[config.mk]
export PLATFORM = sky130hd
export DESIGN_NAME = motor_sequencer_flat
export DESIGN_NICKNAME = d
export VERILOG_FILES = /design/src/rtl/motor_sequencer_if.sv /design/src/rtl/motor_sequencer.sv /design/src/flat_wrapper.sv
export SDC_FILE = /design/constraint.sdc
export NUM_CORES = 1
export LEC_CHECK = 0
export CORE_MARGIN = 2
export CORE_UTILIZATION = 51
export DETAILED_ROUTE_END_ITERATION = 10
export PLACE_DENSITY = 0.76
export SLEW_MARGIN = 10
export SYNTH_ARGS = -nofsm -noshare
export SYNTH_HDL_FRONTEND = slang
export SYNTH_SLANG_ARGS = --single-unit
[constraint.sdc]
create_clock -name clk -period 3.7 [get_ports clk]
set_input_delay 1.11 -clock clk [delete_from_list [all_inputs] [get_ports clk]]
set_output_delay 1.11 -clock clk [all_outputs]
set_load 0.01 [all_outputs]
[src/rtl/motor_sequencer_if.sv]
// Signal bundle between the motor sequencer and its surroundings:
// the encoder reader, the PI control loop and the PWM generator.
interface motor_sequencer_if;
  logic        start;
  logic        stop;
  logic        clear_fault;
  logic [31:0] target_period;
  logic [31:0] period;
  logic [9:0]  loop_duty;
  logic [9:0]  duty_out;
  logic [31:0] desired_period;
  logic        loop_reset;
  logic [2:0]  state;
  logic        fault;

  modport master (
    output start, stop, clear_fault, target_period, period, loop_duty,
    input  duty_out, desired_period, loop_reset, state, fault
  );

  modport slave (
    input  start, stop, clear_fault, target_period, period, loop_duty,
    output duty_out, desired_period, loop_reset, state, fault
  );
endinterface

[src/rtl/motor_sequencer.sv]
// Motor start-up and supervision controller.
// Kicks the rotor open-loop, ramps the PI setpoint down to the commanded
// target, then holds closed-loop operation while watching for a stall.
//
// state | meaning
// IDLE  | motor off, PI loop held in reset
// KICK  | fixed open-loop duty for a fixed number of cycles
// RAMP  | closed loop, setpoint stepping down toward target_period
// RUN   | closed loop, setpoint follows target_period
// FAULT | latched failed-start or stall, waits for clear_fault
module motor_sequencer #(
  parameter logic [9:0]  KICK_DUTY     = 10'd512,
  parameter logic [31:0] KICK_CYCLES   = 32'd5_000_000,
  parameter logic [31:0] START_PERIOD  = 32'd200_000,
  parameter logic [31:0] RAMP_STEP     = 32'd1_000,
  parameter logic [31:0] RAMP_INTERVAL = 32'd50_000,
  parameter logic [31:0] STALL_PERIOD  = 32'd1_000_000,
  parameter logic [31:0] STALL_CYCLES  = 32'd10_000_000
) (
  input  logic             clk,
  input  logic             reset,
  motor_sequencer_if.slave bus
);

  typedef enum logic [2:0] {
    IDLE  = 3'd0,
    KICK  = 3'd1,
    RAMP  = 3'd2,
    RUN   = 3'd3,
    FAULT = 3'd4
  } state_t;

  localparam logic [31:0] PARKED_PERIOD = 32'h7FFF_FFFF;

  state_t      state_q, state_d;
  logic [31:0] desired_q, desired_d;
  logic [31:0] timer_q, timer_d;
  logic [31:0] stall_q, stall_d;

  logic closed_loop;
  logic stalled;
  logic stall_hit;

  assign closed_loop = (state_q == RAMP) || (state_q == RUN);
  assign stalled     = closed_loop && (bus.period > STALL_PERIOD);
  // Fires on the cycle that would make the count reach STALL_CYCLES.
  assign stall_hit   = stalled && (stall_q >= (STALL_CYCLES - 32'd1));

  // Register state, setpoint and the shared kick/ramp timer.
  always_ff @(posedge clk or posedge reset) begin
    if (reset) begin
      state_q   <= IDLE;
      desired_q <= PARKED_PERIOD;
      timer_q   <= 32'd0;
      stall_q   <= 32'd0;
    end else begin
      state_q   <= state_d;
      desired_q <= desired_d;
      timer_q   <= timer_d;
      stall_q   <= stall_d;
    end
  end

  // Next-state, setpoint and timer logic; stop beats faults beats normal flow.
  always_comb begin
    state_d   = state_q;
    desired_d = desired_q;
    timer_d   = timer_q;
    stall_d   = 32'd0;

    if (stalled) begin
      stall_d = (stall_q >= STALL_CYCLES) ? stall_q : stall_q + 32'd1;
    end

    unique case (state_q)
      IDLE: begin
        desired_d = PARKED_PERIOD;
        timer_d   = 32'd0;
        if (bus.start && !bus.stop) begin
          state_d = KICK;
          timer_d = KICK_CYCLES - 32'd1;
        end
      end

      KICK: begin
        if (bus.stop) begin
          state_d = IDLE;
        end else if (timer_q == 32'd0) begin
          if (bus.period < START_PERIOD) begin
            state_d   = RAMP;
            desired_d = START_PERIOD;
            timer_d   = RAMP_INTERVAL - 32'd1;
          end else begin
            state_d = FAULT;
          end
        end else begin
          timer_d = timer_q - 32'd1;
        end
      end

      RAMP: begin
        if (bus.stop) begin
          state_d = IDLE;
        end else if (stall_hit) begin
          state_d = FAULT;
        end else if (desired_q == bus.target_period) begin
          state_d = RUN;
        end else if (timer_q == 32'd0) begin
          timer_d = RAMP_INTERVAL - 32'd1;
          // Subtract only when the gap exceeds a step, so no underflow.
          if (desired_q <= bus.target_period) begin
            desired_d = bus.target_period;
          end else if ((desired_q - bus.target_period) > RAMP_STEP) begin
            desired_d = desired_q - RAMP_STEP;
          end else begin
            desired_d = bus.target_period;
          end
        end else begin
          timer_d = timer_q - 32'd1;
        end
      end

      RUN: begin
        if (bus.stop) begin
          state_d = IDLE;
        end else if (stall_hit) begin
          state_d = FAULT;
        end else begin
          desired_d = bus.target_period;
        end
      end

      FAULT: begin
        desired_d = PARKED_PERIOD;
        timer_d   = 32'd0;
        if (bus.clear_fault) begin
          state_d = IDLE;
        end
      end

      default: begin
        state_d = IDLE;
      end
    endcase

    // Leaving the active states parks the setpoint and clears all timers,
    // so nothing stale carries into the next start attempt.
    if ((state_d == IDLE) || (state_d == FAULT)) begin
      desired_d = PARKED_PERIOD;
      timer_d   = 32'd0;
    end
    if (!((state_d == RAMP) || (state_d == RUN))) begin
      stall_d = 32'd0;
    end
  end

  // Outputs decoded from the registered state; loop_duty passes straight through.
  always_comb begin
    bus.duty_out = 10'd0;
    if (closed_loop) begin
      bus.duty_out = bus.loop_duty;
    end else if (state_q == KICK) begin
      bus.duty_out = KICK_DUTY;
    end
  end

  assign bus.loop_reset     = !closed_loop;
  assign bus.fault          = (state_q == FAULT);
  assign bus.state          = state_q;
  assign bus.desired_period = desired_q;

endmodule

[src/flat_wrapper.sv]
// flat-port wrapper written by rule: the top's interface ports become plain ports
module motor_sequencer_flat 
#(
  parameter logic [9:0]  KICK_DUTY     = 10'd512,
  parameter logic [31:0] KICK_CYCLES   = 32'd5_000_000,
  parameter logic [31:0] START_PERIOD  = 32'd200_000,
  parameter logic [31:0] RAMP_STEP     = 32'd1_000,
  parameter logic [31:0] RAMP_INTERVAL = 32'd50_000,
  parameter logic [31:0] STALL_PERIOD  = 32'd1_000_000,
  parameter logic [31:0] STALL_CYCLES  = 32'd10_000_000
)
  (clk, reset, bus_start, bus_stop, bus_clear_fault, bus_target_period, bus_period, bus_loop_duty, bus_duty_out, bus_desired_period, bus_loop_reset, bus_state, bus_fault);
  motor_sequencer_if bus_i ();
  input  logic clk;
  input  logic reset;
  input wire logic [$bits(bus_i.start)-1:0] bus_start;
  input wire logic [$bits(bus_i.stop)-1:0] bus_stop;
  input wire logic [$bits(bus_i.clear_fault)-1:0] bus_clear_fault;
  input wire logic [$bits(bus_i.target_period)-1:0] bus_target_period;
  input wire logic [$bits(bus_i.period)-1:0] bus_period;
  input wire logic [$bits(bus_i.loop_duty)-1:0] bus_loop_duty;
  output wire logic [$bits(bus_i.duty_out)-1:0] bus_duty_out;
  output wire logic [$bits(bus_i.desired_period)-1:0] bus_desired_period;
  output wire logic [$bits(bus_i.loop_reset)-1:0] bus_loop_reset;
  output wire logic [$bits(bus_i.state)-1:0] bus_state;
  output wire logic [$bits(bus_i.fault)-1:0] bus_fault;
  assign bus_i.start = bus_start;
  assign bus_i.stop = bus_stop;
  assign bus_i.clear_fault = bus_clear_fault;
  assign bus_i.target_period = bus_target_period;
  assign bus_i.period = bus_period;
  assign bus_i.loop_duty = bus_loop_duty;
  assign bus_duty_out = bus_i.duty_out;
  assign bus_desired_period = bus_i.desired_period;
  assign bus_loop_reset = bus_i.loop_reset;
  assign bus_state = bus_i.state;
  assign bus_fault = bus_i.fault;
  motor_sequencer #(.KICK_DUTY(KICK_DUTY), .KICK_CYCLES(KICK_CYCLES), .START_PERIOD(START_PERIOD), .RAMP_STEP(RAMP_STEP), .RAMP_INTERVAL(RAMP_INTERVAL), .STALL_PERIOD(STALL_PERIOD), .STALL_CYCLES(STALL_CYCLES)) u_core (.clk(clk), .reset(reset), .bus(bus_i));
endmodule
==> reports/summary.txt <==
fin crit share = 138%
port bufs = 125
Synth Cell Area = 0.00846 sq mm
most frequent CP cell = buf_12
row cnt = 47
Synth warnings = 0
CP required = 4.00 ns
total I/O pin count = 126
ys flop type = dfrtp_1
most frequent cell after synthesis = nor2_1
slew at the pin closest to its max-slew limit = 0.951 ns
width of the chip = 133 um
Initial Utilization = 51.6%
Max-slew headroom = 36.0%
Core Util, Final = 86.1%
placed cell area = 0.0118 sq mm
worst skew pair latency = 0.38 ns
xor/xnor share of the synthesized area = 4.97%
Compound-Gate Fraction of Synth Area = 25.8%
synth top area cells = dfrtp_1 20%, dfstp_2 9.6%, nor2_1 6.0%, ha_1 5.3%, nand2_1 4.9%
TritonCTS clock tree = built
Remaining Overflow, GRT = 0
final setup TNS = -42.10 ns
Worst path slowest cell = nor3_1
P_leak = 5.73 nW
Worst R2R Path Depth = 18
Final Hold Vio Count = 0
register area share after synthesis = 29.7%
cells after synthesis = 1093
fin worst setup slack = -1.42 ns
DR vias = 12000
Post-synth top cells = 136 x nor2_1, 111 x nand2_1, 68 x dfrtp_1
unique cell type count in the Yosys netlist = 80
hpwl dp = 21.1 mm
fin nets = 1599
Max Fclk = 195 MHz
GRT Total Usage = 37.4%
Final Skew = 0.0182 ns
Die ar. = 0.0176 sq mm
Num CTS Buffers = 9
Tmin final = 5.12 ns
result of the run = finished with violations
layout cells sized above 1 = 39.8%
routed len/inst = 25.3 um
hold depth = 2
peak supply drop = 0.000569 V
CP Launch Type = input pin
RSZ-0062 raised after global routing = true
final instance area = 0.0141 sq mm
power density over the cells = 707 mW/mm^2
Crit Path Class = input pin to register
Worst Hold Path EP = u_core.timer_q[18]$_DFFE_PP0P_
Post-synth EDFFs = 0
mux cell area share after synthesis = 1.02%
RR Endpoint = u_core.bus.desired_period[14]$_DFFE_PP1P_
largest family of logic cells by synthesized area = simple AND/OR/NAND/NOR gates
Hold WC Path Type = register to register
adder-cell share of the synthesized area = 5.32%
Initial DRC Count = 1741
Die Y = 133 um
failing checks = negative setup slack
Antenna Cells = 0
simple-gate share of the synthesized area = 27.4%
Area Overhead vs Synth = 66.9%
Pwr Total = 9.99 mW
CTS root buffer = clkbuf_16
critical path's largest stage delay = 0.76 ns
Setup WS pre-CTS = -1.54 ns
H-tree depth = 3
pin count of the biggest net entering global routing = 67
Yosys top cell by area = dfrtp_1
Critical R2R Launch = u_core.bus.desired_period[9]$_DFFE_PP1P_
initial antenna violation count = 1
first-pass GRT wire length = 53.6 mm
syn avg cell area = 7.74 sq um
vias per inst = 7.01
WL final = 43.2 mm
Max Cap Viol = 0
vias in the first global route = 10700
share of flip-flops with an asynchronous set or reset = 100%
Setup crit end kind = register
CTS Sinks = 99
GPL Wtd Cong = 0.981
Pre-antenna DRT Iters = 9
data arrival time of the critical path = 5.41 ns
worst-path cell chain = clkdlybuf4s15_2 > inv_2 > ha_4 > buf_4 > a21oi_2 > o21ai_2 > or3_4 > nor3_1 > o32ai_2 > buf_4 > nor4_4 > nand2_4 > o211ai_1 > a21o_4 > buf_12 > buf_12 > buf_12 > a31oi_4 > a211oi_2
post-route ant nets = 0
Max Transition Viols Final = 0
hold_sp = u_core.timer_q[18]$_DFFE_PP0P_
R2R setup slack = -1.07 ns
DRC = 0
deepest clock path buffer count = 2
Yosys top cell area share = 20.1%
# setup viols final = 33
Crit Path Max Fanout = 5
synthesis-stage register bit count = 99
core area = 0.0164 sq mm
register clock-pin slew on the reported worst setup and hold paths = 0.08 ns
report_power, final:
part | switching, mW | internal [mW]
Sequential | 0.336 | 1.41
Clock | 0.522 | 0.472
Combinational | 3.97 | 3.28
final cells by class:
type	instances	area [sq um]
clock inverter	7	62.6
clock buffer	9	225
multi-input combinational	889	6960
inverter	61	249
fill	763	2280
sequential	99	2520
tap	220	275
timing repair buffer	424	3840
cell usage in the layout (no fill, tap or decap), types with 20 or more instances in the layout:
cell,instances
a21oi_1,36
nor2_1,132
dfrtp_1,68
clkdlybuf4s50_1,94
or3_1,27
dfstp_2,31
o21ai_0,39
xnor2_1,24
a21oi_2,22
xor2_1,24
nor3_1,30
nand3_1,26
nand2_1,100
buf_4,251
ha_4,29
inv_1,37
nor4_1,20
inv_2,20
buf_6,34
what timing repair did:
item / in CTS / in global routing
setup endpoints to repair: 63 / 54
gates cloned: 2 / 4
hold buffers: 0 / 0
resized for setup: 281 / 106
pin swaps: 88 / 61
setup buffers: 52 / 20
worst max path at each step:
stage / start / endpoint / slack, ns / cells after the start
6_report: bus_target_period[14] / u_core.bus.desired_period[14]$_DFFE_PP1P_ / -1.42 / 19
5_1_grt: bus_target_period[14] / u_core.bus.desired_period[31]$_DFFE_PP0P_ / -1.53 / 17
4_1_cts: bus_target_period[11] / u_core.bus.desired_period[31]$_DFFE_PP0P_ / -0.60 / 17
3_5_place_dp: bus_target_period[6] / u_core.bus.desired_period[2]$_DFFE_PP1P_ / -1.54 / 18
3_3_place_gp: bus_target_period[14] / u_core.bus.desired_period[1]$_DFFE_PP1P_ / -1.54 / 17
2_1_floorplan: bus_target_period[11] / u_core.bus.desired_period[13]$_DFFE_PP1P_ / -0.53 / 17
kinds of logic (layout without fill, tap and decap cells):
logic type	Yosys count	after routing
AND/OR/NAND/NOR	470	471
AO/OA/AOI/OAI	318	318
buffers and inverters	113	501
flip-flops	99	99
XOR/XNOR	48	48
adder cells (fa/ha/maj)	36	36
multiplexers	8	8
other	1	8
state kept, by name, indices dropped and copies added, names as in the netlist:
register                   count
u_core.bus.desired_period     32
u_core.bus.state               3
u_core.stall_q                32
u_core.timer_q                32
layer usage:
| metal | track usage [%] | routed length, um | vias up |
|---|---|---|---|
| met5 | 0 | 16 | - |
| met4 | 20.8 | 4590 | 2 |
| met3 | 6.02 | 5290 | 439 |
| met2 | 62.8 | 19000 | 1133 |
| met1 | 45.8 | 14300 | 5599 |
| li1 | - | - | 4807 |
worst max-delay path: cells and delay by family:
family | cells | cell delay [ns]
adder cells (fa/ha/maj) | 1 | 0.30
buffers and inverters | 7 | 1.17
AND/OR/NAND/NOR | 4 | 1.57
AO/OA/AOI/OAI | 7 | 1.23
per-stage QoR:
step / hold WS [ns] / cells
finish: 0.523 / 1709
global route: 0.556 / 1709
CTS: 0.518 / 1690
detailed placement: 0.494 / 1620
global placement: 0.489 / 1620
floorplan: 0.471 / 1100
(Power assumes the default switching activity.)
